[src/rtl/rd_ptr_empty.sv]
// Read-domain pointer and status block of a dual-clock FIFO: binary/Gray read
// pointers, registered empty, almost-empty, fill level and sticky underflow.
module rd_ptr_empty #(
    parameter int ADDRSIZE  = 4,
    parameter int AE_THRESH = 2
) (
    input  logic                rd_clk,
    input  logic                rd_rst_n,
    input  logic                rd_en,
    input  logic [ADDRSIZE:0]   rq2_wr_ptr,
    input  logic                underflow_clr,
    output logic [ADDRSIZE-1:0] rd_addr,
    output logic [ADDRSIZE:0]   rd_grayptr,
    output logic                rd_empty,
    output logic                rd_almost_empty,
    output logic [ADDRSIZE:0]   rd_level,
    output logic                rd_underflow
);

    localparam int PW = ADDRSIZE + 1;
    localparam logic [PW-1:0] AE_LIMIT = PW'(AE_THRESH);

    function automatic logic [PW-1:0] bin2gray(input logic [PW-1:0] b);
        return (b >> 1) ^ b;
    endfunction

    // XOR-prefix from the MSB down recovers the binary count.
    function automatic logic [PW-1:0] gray2bin(input logic [PW-1:0] g);
        logic [PW-1:0] b;
        b[PW-1] = g[PW-1];
        for (int i = PW - 2; i >= 0; i--) begin
            b[i] = b[i+1] ^ g[i];
        end
        return b;
    endfunction

    logic [PW-1:0] rd_ptr_q,   rd_ptr_d;
    logic [PW-1:0] rd_gray_q,  rd_gray_d;
    logic          empty_q,    empty_d;
    logic          aempty_q,   aempty_d;
    logic [PW-1:0] level_q,    level_d;
    logic          underflow_q, underflow_d;

    logic          rd_inc_s;
    logic [PW-1:0] wr_bin_s;

    // Next-state computation for pointers and status flags.
    always_comb begin
        rd_inc_s  = rd_en & ~empty_q;
        rd_ptr_d  = rd_ptr_q + {{(PW-1){1'b0}}, rd_inc_s};
        rd_gray_d = bin2gray(rd_ptr_d);
        wr_bin_s  = gray2bin(rq2_wr_ptr);
        level_d   = wr_bin_s - rd_ptr_d;
        empty_d   = (rd_gray_d == rq2_wr_ptr);
        aempty_d  = (level_d <= AE_LIMIT);
        // A read attempt while empty beats a concurrent clear.
        if (rd_en && empty_q) begin
            underflow_d = 1'b1;
        end else if (underflow_clr) begin
            underflow_d = 1'b0;
        end else begin
            underflow_d = underflow_q;
        end
    end

    // State registers; reset leaves the FIFO looking empty.
    always_ff @(posedge rd_clk or negedge rd_rst_n) begin
        if (!rd_rst_n) begin
            rd_ptr_q    <= {PW{1'b0}};
            rd_gray_q   <= {PW{1'b0}};
            empty_q     <= 1'b1;
            aempty_q    <= 1'b1;
            level_q     <= {PW{1'b0}};
            underflow_q <= 1'b0;
        end else begin
            rd_ptr_q    <= rd_ptr_d;
            rd_gray_q   <= rd_gray_d;
            empty_q     <= empty_d;
            aempty_q    <= aempty_d;
            level_q     <= level_d;
            underflow_q <= underflow_d;
        end
    end

    assign rd_addr         = rd_ptr_q[ADDRSIZE-1:0];
    assign rd_grayptr      = rd_gray_q;
    assign rd_empty        = empty_q;
    assign rd_almost_empty = aempty_q;
    assign rd_level        = level_q;
    assign rd_underflow    = underflow_q;

endmodule

[config.mk]
export PLATFORM = sky130hd
export DESIGN_NAME = rd_ptr_empty
export DESIGN_NICKNAME = d
export VERILOG_FILES = /design/src/rtl/rd_ptr_empty.sv
export SDC_FILE = /design/constraint.sdc
export NUM_CORES = 1
export LEC_CHECK = 0
export ABC_AREA = 1
export BUFFER_PORTS_ARGS = -buffer_cell sky130_fd_sc_hd__buf_2
export CAP_MARGIN = 20
export CORE_ASPECT_RATIO = 1.4
export CORE_MARGIN = 2
export CORE_UTILIZATION = 33
export DETAILED_ROUTE_END_ITERATION = 10
export PLACE_DENSITY = 0.57
export REMOVE_ABC_BUFFERS = 1
export SYNTH_ARGS = -nofsm -noshare
export SYNTH_HDL_FRONTEND = slang
export SYNTH_SLANG_ARGS = --single-unit
[constraint.sdc]
create_clock -name rd_clk -period 2.5 [get_ports rd_clk]
set_clock_uncertainty 0.1 [all_clocks]
set_input_delay 0.125 -clock rd_clk [delete_from_list [all_inputs] [get_ports rd_clk]]
set_output_delay 0.125 -clock rd_clk [all_outputs]
set_load 0.02 [all_outputs]
==> impl_metrics.csv, run 1 <==
group,metric,value,unit
outcome,outcome,"completed",
timing,timing.final.max_slew_violations,0,
floorplanning,die_width,52.3,um
setup_path,endpoint_kind,"flop",
floorplanning,initial_core_util,0.345,
floorplanning,core_area,3120,sq um
power_and_ir_drop,cellPowerDensity,1340,nW/um^2
clock_network,cts_hold_buf,2,
finish,nFillCells,336,
job,drv_cap,0,
synth,synth_ff_type,"dfrtp_1",
clock_network,root_buffer,"clkbuf_8",
timing,hold_ws,0.361,ps
detailed_routing,vias_per_cell,4.33,
detailed_routing,wl_per_cell,9.74,um
setup_path,worstPathMaxFanout,4,
synth,synthTopCellsByCount,"36 x nand2_1, 18 x inv_1, 17 x nand2_2",
synth,synth.distinct_cells,21,
synth,avgSynthCellArea,7.99,sq um
placement,dp.cells,198,
timing,worst_pin_slew,389,ps
global_route,met1_usage,0.140,
setup_path,cp.arrival,2280,ps
synth,synth_area,1080,sq um
clock_network,cts_tree,"built",
detailed_routing,routed_wirelength,1990,um
floorplanning,ios,26,
global_route,grt_pass1_vias,844,
detailed_routing,firstDrtPassIters,2,
placement,dpl_worst_slack,230,ps
synth,synthArstFlopShare,1.00,
setup_path,worstSetupPathType,"flop to flop",
synth,synth-seq-cells,17,
synth,synth_top_area_share,0.348,
clock_network,cts_htree_levels,1,
floorplanning,fp.dieH,71.6,um
global_route,grt_busiest_layer,"met2",
clock_network,ctsResizeCount,0,
global_route,antenna_found_initial,0,
global_route,grt_first_pass_wirelength,3530,um
timing,setup_ws,305,ps
timing,rsz0062_at_grt,"false",
timing,max_slew_margin,0.740,
synth,synth_most_common_cell,"nand2_1",
placement,io_buffer_count,25,
clock_network,path_clk_slew,70,ps
power_and_ir_drop,vdd_drop_max,0.439,mV
clock_network,cts_buffers,3,
hold_path,holdCritPathClass,"primary input to flop",
floorplanning,die_area,3750,sq um
floorplanning,std_cell_rows,24,
detailed_routing,dr.first_iter.drc_count,9,
detailed_routing,vias,884,
timing,setup_tns,0,ps
timing,fin_crit,2190,ps
global_route,grt_use_met2,0.221,
global_route,grt.met3_usage,0.0146,
timing,setup_viol,0,
finish,stdcell_count,204,
timing,period_share,0.878,
synth,synth-edff-count,0,
detailed_routing,drc,0,
placement,gp_congestion,0.773,
setup_path,start_kind,"flop",
placement,dp_hpwl,1660,um
synth,ys_top_cells_by_area,"dfrtp_1 35%, nand2_1 13%, nand2_2 9.9%",
timing,fmax,456,MHz
finish,area_growth_syn_to_layout,21.5,%
global_route,overflow,0,
finish,drive_gt1_frac,0.352,
finish,nets,182,
clock_network,clk_latency,250,ps
finish,post-route-util,0.419,
global_route,grt_max_degree,18,
synth,yosysSeqAreaShare,0.397,
detailed_routing,ant_nets,0,
power_and_ir_drop,p_leak,0.732,nW
clock_network,clock_path_buffers,2,
synth,synth_top_area_cell,"dfrtp_1",
setup_path,critical_path_required,2590,ps
timing,finalHoldViolCount,0,
clock_network,cts_sinks,17,
synth,postSynthCellCount,135,
synth,synth_warnings,0,
global_route,track_usage,0.125,
finish,diodes,0,
clock_network,post_cts_buffers,0,
## stage by stage
step                area, sq um  power, mW
CTS                        1310       1.79
detailed placement         1240       1.58
finish                     1310       1.76
global placement           1240       1.56
floorplan                  1070       1.30
global route               1310       1.95
## final cells by class
type / instances / area, sq um / area share
inverters: 20 / 75.1 / 0.0573
multi-input cells: 97 / 568 / 0.434
flip-flops and latches: 17 / 428 / 0.327
well taps: 39 / 48.8 / 0.0372
clock buffers: 4 / 45.0 / 0.0344
repair buffers: 27 / 145 / 0.111
## where the power goes
part,switching (mW),internal [mW]
registers,0.0825,0.410
logic,0.689,0.370
clock network,0.0923,0.113
## flip-flops by register name, summed over array words and instances (netlist names)
name	count
rd_grayptr	5
rd_ptr_q	4
rd_underflow	1
rd_level	5
rd_empty	1
rd_almost_empty	1
## kinds of logic after synthesis
group,Yosys count,synth area share
AOI/OAI and AO/OA,4,0.0220
DFF,17,0.397
adders and majority gates,7,0.0882
xor gates and xnor gates,4,0.0395
and+or+nand+nor,82,0.377
buffers and inverters,21,0.0766
## metal layers
layer,part of all wire,vias to the layer above,routed length [um]
li1,-,476,-
met3,0.030,4,60
met5,0,-,0
met4,0.020,0,40
met1,0.43,391,847
met2,0.52,13,1040
## path summary, 6_finish.rpt
check,startpoint,end,slack [ps],depth (start not counted)
min,rd_en,rd_underflow$_DFFE_PN0P_,0.4,3
max reg2reg,rd_empty$_DFF_PN1_,rd_almost_empty$_DFF_PN1_,310,10
min reg2reg,rd_underflow$_DFFE_PN0P_,rd_underflow$_DFFE_PN0P_,420,2
max in group asynchronous,rd_rst_n,rd_almost_empty$_DFF_PN1_,1760,2
min in group asynchronous,rd_rst_n,rd_grayptr[2]$_DFF_PN0_,230,2
max,rd_empty$_DFF_PN1_,rd_almost_empty$_DFF_PN1_,310,10
## worst max-delay path: stages, from the launching register on
cell and delay (ps):
dfstp_2 540, nor2_1 60, ha_1 330, ha_1 200, inv_1 80, fa_1 440, inv_1 70, nor2_1 40
nor2_1 90, nand3_1 80, nor2_2 100
## cell usage in the layout, fill, tap and decap left out
cell type	count
nand2_4	1
ha_1	6
nor2_2	4
inv_1	18
nand4_1	2
clkbuf_8	3
xor2_1	3
buf_2	25
nor2_1	5
dlygate4sd3_1	2
fa_1	1
nand3b_1	1
o21ai_0	1
clkbuf_1	1
dfrtp_1	15
nand3_2	2
nand2_2	17
o21ai_2	1
nand3_1	14
inv_2	2
nand2_1	36
xor2_2	1
dfstp_2	2
a21oi_1	2
Note: power is estimated with default switching activity, not from simulation.
==> run 2: changes to the inputs <==
--- a/config.mk
+++ b/config.mk
@@ -5,14 +5,13 @@
 export SDC_FILE = /design/constraint.sdc
 export NUM_CORES = 1
 export LEC_CHECK = 0
-export ABC_AREA = 1
 export BUFFER_PORTS_ARGS = -buffer_cell sky130_fd_sc_hd__buf_2
 export CAP_MARGIN = 20
 export CORE_ASPECT_RATIO = 1.4
-export CORE_MARGIN = 2
+export CORE_MARGIN = 10
 export CORE_UTILIZATION = 33
 export DETAILED_ROUTE_END_ITERATION = 10
-export PLACE_DENSITY = 0.57
+export PLACE_DENSITY = 0.58
 export REMOVE_ABC_BUFFERS = 1
 export SYNTH_ARGS = -nofsm -noshare
 export SYNTH_HDL_FRONTEND = slang
==> run 2 against run 1 <==
Against the previous run: maximum frequency decreased by 5.8%; sequential power increased by 8.5%; synthesized area decreased by 15%; first-iteration DRC count increased by 56%; via count decreased by 29%; cell area decreased by 4.9%; critical path type unchanged; register-to-register slack got worse by 140 ps; highest routed layer unchanged; die area increased by 41%; utilization increased by 5.2 points; clock power decreased by 29%; non-clock buffer count increased by 11; critical endpoint unchanged.
==> impl_metrics.csv, run 2 <==
group,metric,value,unit
setup_path,start_kind,"flop",
finish,area_growth_syn_to_layout,36.6,%
timing,timing.final.max_slew_violations,0,
global_route,overflow,0,
placement,io_buffer_count,25,
power_and_ir_drop,p_leak,0.614,nW
setup_path,cp_slowest_cell,"dfstp_2",
setup_path,worstSetupPathType,"flop to flop",
timing,rsz0062_at_grt,"false",
detailed_routing,firstDrtPassIters,2,
clock_network,path_clk_slew,100,ps
detailed_routing,vias,629,
setup_path,critical_path_required,2600,ps
timing,finalHoldViolCount,0,
clock_network,cts_htree_levels,1,
floorplanning,die_area,5300,sq um
placement,dp_hpwl,1620,um
setup_path,critPathTopFamily,"compound AO/OA/AOI/OAI gates",
synth,synth-edff-count,0,
synth,synth_warnings,0,
global_route,antenna_found_initial,0,
power_and_ir_drop,vdd_drop_max,0.595,mV
setup_path,path_cells,"nor2b_4, ha_4, nand3_1, xor2_2, ha_1, a21o_1, a31oi_1, xnor2_1, a2111oi_2",
setup_path,worstPathMaxFanout,4,
detailed_routing,dr.first_iter.drc_count,14,
synth,synth_top_area_share,0.412,
setup_path,cpPeakStageDelay,400,ps
setup_path,path_buf_inv,0,
detailed_routing,vias_per_cell,4.22,
global_route,grt_pass1_vias,656,
global_route,track_usage,0.0812,
floorplanning,core_area,2640,sq um
timing,fmax,429,MHz
synth,synthArstFlopShare,1.00,
clock_network,cts_buffers,3,
job,drv_cap,0,
hold_path,holdCritPathClass,"primary input to flop",
synth,synth-seq-cells,17,
clock_network,post_cts_buffers,0,
synth,synth_top_area_cell,"dfrtp_1",
timing,max_slew_margin,0.745,
timing,period_share,0.932,
placement,gp_congestion,0.761,
synth,synth.distinct_cells,22,
synth,synthTopCellsByCount,"15 x dfrtp_1, 15 x xnor2_1, 7 x inv_1",
floorplanning,std_cell_rows,22,
detailed_routing,ant_nets,0,
floorplanning,fp.dieH,82.2,um
synth,synth_area,912,sq um
power_and_ir_drop,cellPowerDensity,1580,nW/um^2
detailed_routing,routed_wirelength,1940,um
finish,drive_gt1_frac,0.416,
synth,avgSynthCellArea,12.5,sq um
detailed_routing,wl_per_cell,13.0,um
synth,ys_top_cells_by_area,"dfrtp_1 41%, xnor2_1 14%, ha_1 8.2%",
synth,synth_ff_type,"dfrtp_1",
floorplanning,initial_core_util,0.345,
finish,nets,130,
clock_network,clk_latency,290,ps
finish,mostFrequentLayoutCells,"25 x buf_2, 15 x dfrtp_1, 14 x xnor2_1, 10 x buf_4, 7 x inv_1",
clock_network,root_buffer,"clkbuf_4",
setup_path,endpoint_kind,"flop",
clock_network,cts_tree,"built",
floorplanning,die_width,64.4,um
timing,fin_crit,2330,ps
power_and_ir_drop,p_total,1.97,mW
outcome,outcome,"completed",
global_route,grt_first_pass_wirelength,3310,um
clock_network,clock_path_buffers,2,
detailed_routing,drc,0,
clock_network,cts_sinks,17,
setup_path,cp.arrival,2430,ps
timing,setup_viol,0,
finish,final_common_cell,"buf_2",
synth,postSynthCellCount,73,
floorplanning,ios,26,
finish,diodes,0,
timing,hold_ws,69.0,ps
synth,yosysSeqAreaShare,0.469,
global_route,grt_max_degree,18,
timing,worst_pin_slew,383,ps
run 2: cell types whose count changed in the layout (fill, tap and decap cells not counted), sizes merged, moves of 9 or more:
| cell | change |
|---|---|
| nand2 | -52 |
| xnor2 | +15 |
| nand3 | -14 |
| inv | -13 |
| buf | +10 |
| nor2 | -9 |
run 2: metrics by stage:
stage	utilization	cells	cell area [sq um]	setup TNS, ps	setup slack, ps
6_report	0.472	149	1250	0	170
5_1_grt	0.472	149	1250	0	2.67
4_1_cts	0.459	149	1210	0	46.9
3_5_place_dp	0.432	142	1140	-52.4	-52.4
3_3_place_gp	0.432	142	1140	0	30.1
2_1_floorplan	-	71	897	-12.0	-12.0
run 2: final timing paths:
kind	from	endpoint	slack (ps)	cells after the start
worst max-delay path	rd_empty$_DFF_PN1_	rd_almost_empty$_DFF_PN1_	170	9
worst min-delay path	rq2_wr_ptr[2]	rd_empty$_DFF_PN1_	70	3
worst max register to register	rd_empty$_DFF_PN1_	rd_almost_empty$_DFF_PN1_	170	9
worst min register to register	rd_grayptr[4]$_DFF_PN0_	rd_grayptr[4]$_DFF_PN0_	470	1
max in group asynchronous	rd_rst_n	rd_empty$_DFF_PN1_	1790	2
min in group asynchronous	rd_rst_n	rd_level[4]$_DFF_PN0_	190	2
run 2: what timing repair did:
item                                    CTS  global route
pin swaps                                 0             2
gates resized for setup                   3             4
cloned                                    0             0
hold buffers                              3             0
endpoints found under the hold margin    18             0
endpoints found under the setup margin    1             1
run 2: kinds of logic after synthesis:
family,Yosys count,synth area share
XOR/XNOR,23,0.255
flip-flops,17,0.469
buffers and inverters,9,0.0453
AND/OR/NAND/NOR,9,0.0604
AO/OA/AOI/OAI,8,0.0658
adder cells (fa/ha/maj),7,0.104
run 2: metal layers:
layer | vias up | part of all wire | routed length (um) | track usage
met5 | - | 0 | 0 | 0
met4 | 0 | 0.026 | 51 | 0.0687
met3 | 4 | 0.029 | 57 | 0.0148
met2 | 9 | 0.58 | 1130 | 0.144
met1 | 297 | 0.36 | 707 | 0.0810
li1 | 319 | - | - | -
run 2: power by group:
group | total (mW) | internal (mW) | switching (mW)
Combinational | 1.29 | 0.604 | 0.685
Clock | 0.145 | 0.0595 | 0.0851
Sequential | 0.534 | 0.431 | 0.103
Total | 1.97 | 1.09 | 0.873
run 2: worst min-delay path: cells and delay by family:
kind / cells / cell delay [ps]
simple gates: 1 / 170
xor+xnor: 1 / 60
buf+inv: 1 / 110
run 2: area by class of cell:
| cell class | count | area (sq um) |
|---|---|---|
| fillers | 250 | 1400 |
| multi-input cells | 47 | 489 |
| flip-flops and latches | 17 | 428 |
| repair buffers | 38 | 230 |
| well taps | 36 | 45.0 |
| inverters | 7 | 26.3 |
| clock buffers | 3 | 22.5 |
| clock inverters | 1 | 5.00 |
==> run 3: changes to the inputs <==
--- a/config.mk
+++ b/config.mk
@@ -12,6 +12,7 @@
 export CORE_UTILIZATION = 33
 export DETAILED_ROUTE_END_ITERATION = 10
 export PLACE_DENSITY = 0.58
+export RECOVER_POWER = 25
 export REMOVE_ABC_BUFFERS = 1
 export SYNTH_ARGS = -nofsm -noshare
 export SYNTH_HDL_FRONTEND = slang
==> run 3 against run 2 <==
Against the previous run: setup slack is the same; hold slack is the same; critical path type unchanged; combinational power is essentially flat; critical path depth unchanged; first-iteration DRC count did not move.
==> impl_metrics.csv, run 3 (synthesized netlist as in run 2, its figures left out) <==
group,metric,value,unit
detailed_routing,dr.first_iter.drc_count,14,
timing,hold_ws,69.0,ps
timing,setup_ws,170,ps
detailed_routing,firstDrtPassIters,2,
floorplanning,ios,26,
power_and_ir_drop,p_switching,0.873,mW
global_route,grt_first_pass_wirelength,3310,um
outcome,outcome,"completed",
detailed_routing,routed_wirelength,1940,um
floorplanning,die_area,5300,sq um
clock_network,cts_htree_levels,1,
placement,dp_hpwl,1620,um
clock_network,post_cts_buffers,0,
placement,dpl_worst_slack,-52.4,ps
power_and_ir_drop,p_leak,0.611,nW
timing,rsz0062_at_grt,"false",
setup_path,start_kind,"flop",
floorplanning,fp.dieH,82.2,um
clock_network,cts_tree,"built",
detailed_routing,ant_nets,0,
finish,final_common_cell,"buf_2",
global_route,grt_busiest_layer,"met2",
clock_network,clock_path_buffers,2,
global_route,grt_pass1_vias,656,
global_route,grt_max_degree,18,
detailed_routing,drc,0,
finish,area_growth_syn_to_layout,36.5,%
power_and_ir_drop,internal-power,1.09,mW
timing,fin_crit,2330,ps
clock_network,path_clk_slew,100,ps
timing,finalHoldViolCount,0,
setup_path,endpoint_kind,"flop",
timing,fmax,429,MHz
power_and_ir_drop,vdd_drop_max,0.595,mV
clock_network,cts_buffers,3,
finish,diodes,0,
power_and_ir_drop,power_frac_seq,0.271,
global_route,grt_use_met2,0.144,
timing,worst_pin_slew,919,ps
setup_path,worstPathMaxFanout,4,
floorplanning,std_cell_rows,22,
clock_network,clk_latency,290,ps
global_route,overflow,0,
global_route,track_usage,0.0812,
placement,io_buffer_count,25,
detailed_routing,vias,629,
finish,drive_gt1_frac,0.407,
clock_network,cts_sinks,17,
power_and_ir_drop,swShare,0.444,
setup_path,critical_path_required,2600,ps
timing,timing.final.max_slew_violations,0,
finish,nets,130,
clock_network,root_buffer,"clkbuf_4",
job,drv_cap,0,
timing,setup_viol,0,
power_and_ir_drop,cellPowerDensity,1580,nW/um^2
setup_path,cp.arrival,2430,ps
power_and_ir_drop,comb_power_share,0.655,
global_route,met1_usage,0.0810,
setup_path,worstSetupPathType,"flop to flop",
finish,post-route-util,0.471,
floorplanning,die_width,64.4,um
power_and_ir_drop,p_clk_frac,0.074,
global_route,grt.met3_usage,0.0148,
finish,nFillCells,251,
timing,setup_tns,0,ps
global_route,antenna_found_initial,0,
floorplanning,initial_core_util,0.345,
detailed_routing,vias_per_cell,4.22,
detailed_routing,wl_per_cell,13.0,um
finish,mostFrequentLayoutCells,"24 x buf_2, 15 x dfrtp_1, 14 x xnor2_1, 10 x buf_4, 7 x inv_1",
floorplanning,core_area,2640,sq um
timing,max_slew_margin,0.388,
timing,period_share,0.932,
hold_path,holdCritPathClass,"primary input to flop",
placement,gp_congestion,0.761,
-- run 3: changes by cell type in the layout (fill, tap and decap cells not counted), sizes merged --
| cell | before | now |
|---|---|---|
| clkbuf | 3 | 4 |
| buf | 35 | 34 |
-- run 3: worst paths after layout --
check / from / endpoint / slack, ps / cells after the start
min reg2reg: rd_grayptr[4]$_DFF_PN0_ / rd_grayptr[4]$_DFF_PN0_ / 470 / 1
max: rd_empty$_DFF_PN1_ / rd_almost_empty$_DFF_PN1_ / 170 / 9
min: rq2_wr_ptr[2] / rd_empty$_DFF_PN1_ / 70 / 3
max in group asynchronous: rd_rst_n / rd_grayptr[2]$_DFF_PN0_ / 1350 / 2
max reg2reg: rd_empty$_DFF_PN1_ / rd_almost_empty$_DFF_PN1_ / 170 / 9
min in group asynchronous: rd_rst_n / rd_level[4]$_DFF_PN0_ / 390 / 2
-- run 3: critical path: stages, from the launching register on --
cell,delay [ps]
dfstp_2,400
nor2b_4,140
ha_4,190
nand3_1,140
xor2_2,230
ha_1,320
a21o_1,190
a31oi_1,190
xnor2_1,130
a2111oi_2,220
-- run 3: power by group through the flow --
stage          Clock [mW]  Combinational [mW]  Sequential (mW)
2_1_floorplan           0               0.691            0.692
3_3_place_gp            0                1.24            0.522
3_5_place_dp            0                1.25            0.525
4_1_cts             0.152                1.27            0.523
5_1_grt             0.161                1.44            0.557
6_report            0.145                1.29            0.534
-- run 3: area by class of cell --
type	instances	area, sq um	share of cell area
Multi-Input combinational cell	47	489	0.393
Sequential cell	17	428	0.344
Timing Repair Buffer	38	229	0.184
Tap cell	36	45.0	0.0362
Inverter	7	26.3	0.0211
Clock buffer	3	22.5	0.0181
Clock inverter	1	5.00	0.00402
-- run 3: through the flow --
| step | total power, mW | cell area [sq um] | cells |
|---|---|---|---|
| floorplan | 1.38 | 897 | 71 |
| global placement | 1.76 | 1140 | 142 |
| finish | 1.97 | 1240 | 149 |
| detailed placement | 1.77 | 1140 | 142 |
| global route | 2.15 | 1240 | 149 |
| CTS | 1.95 | 1210 | 149 |
-- run 3: what timing repair did --
action | CTS | global route
cloned | 0 | 0
setup endpoints to repair | 1 | 1
pin swaps | 0 | 2
resized for setup | 3 | 4
hold endpoints to repair | 18 | 0
hold buffers | 3 | 0
-- run 3: layer usage --
metal	share of wire	wire length, um	up-vias
li1	-	-	319
met1	0.36	707	297
met2	0.58	1130	9
met3	0.029	57	4
met4	0.026	51	0
met5	0	0	-
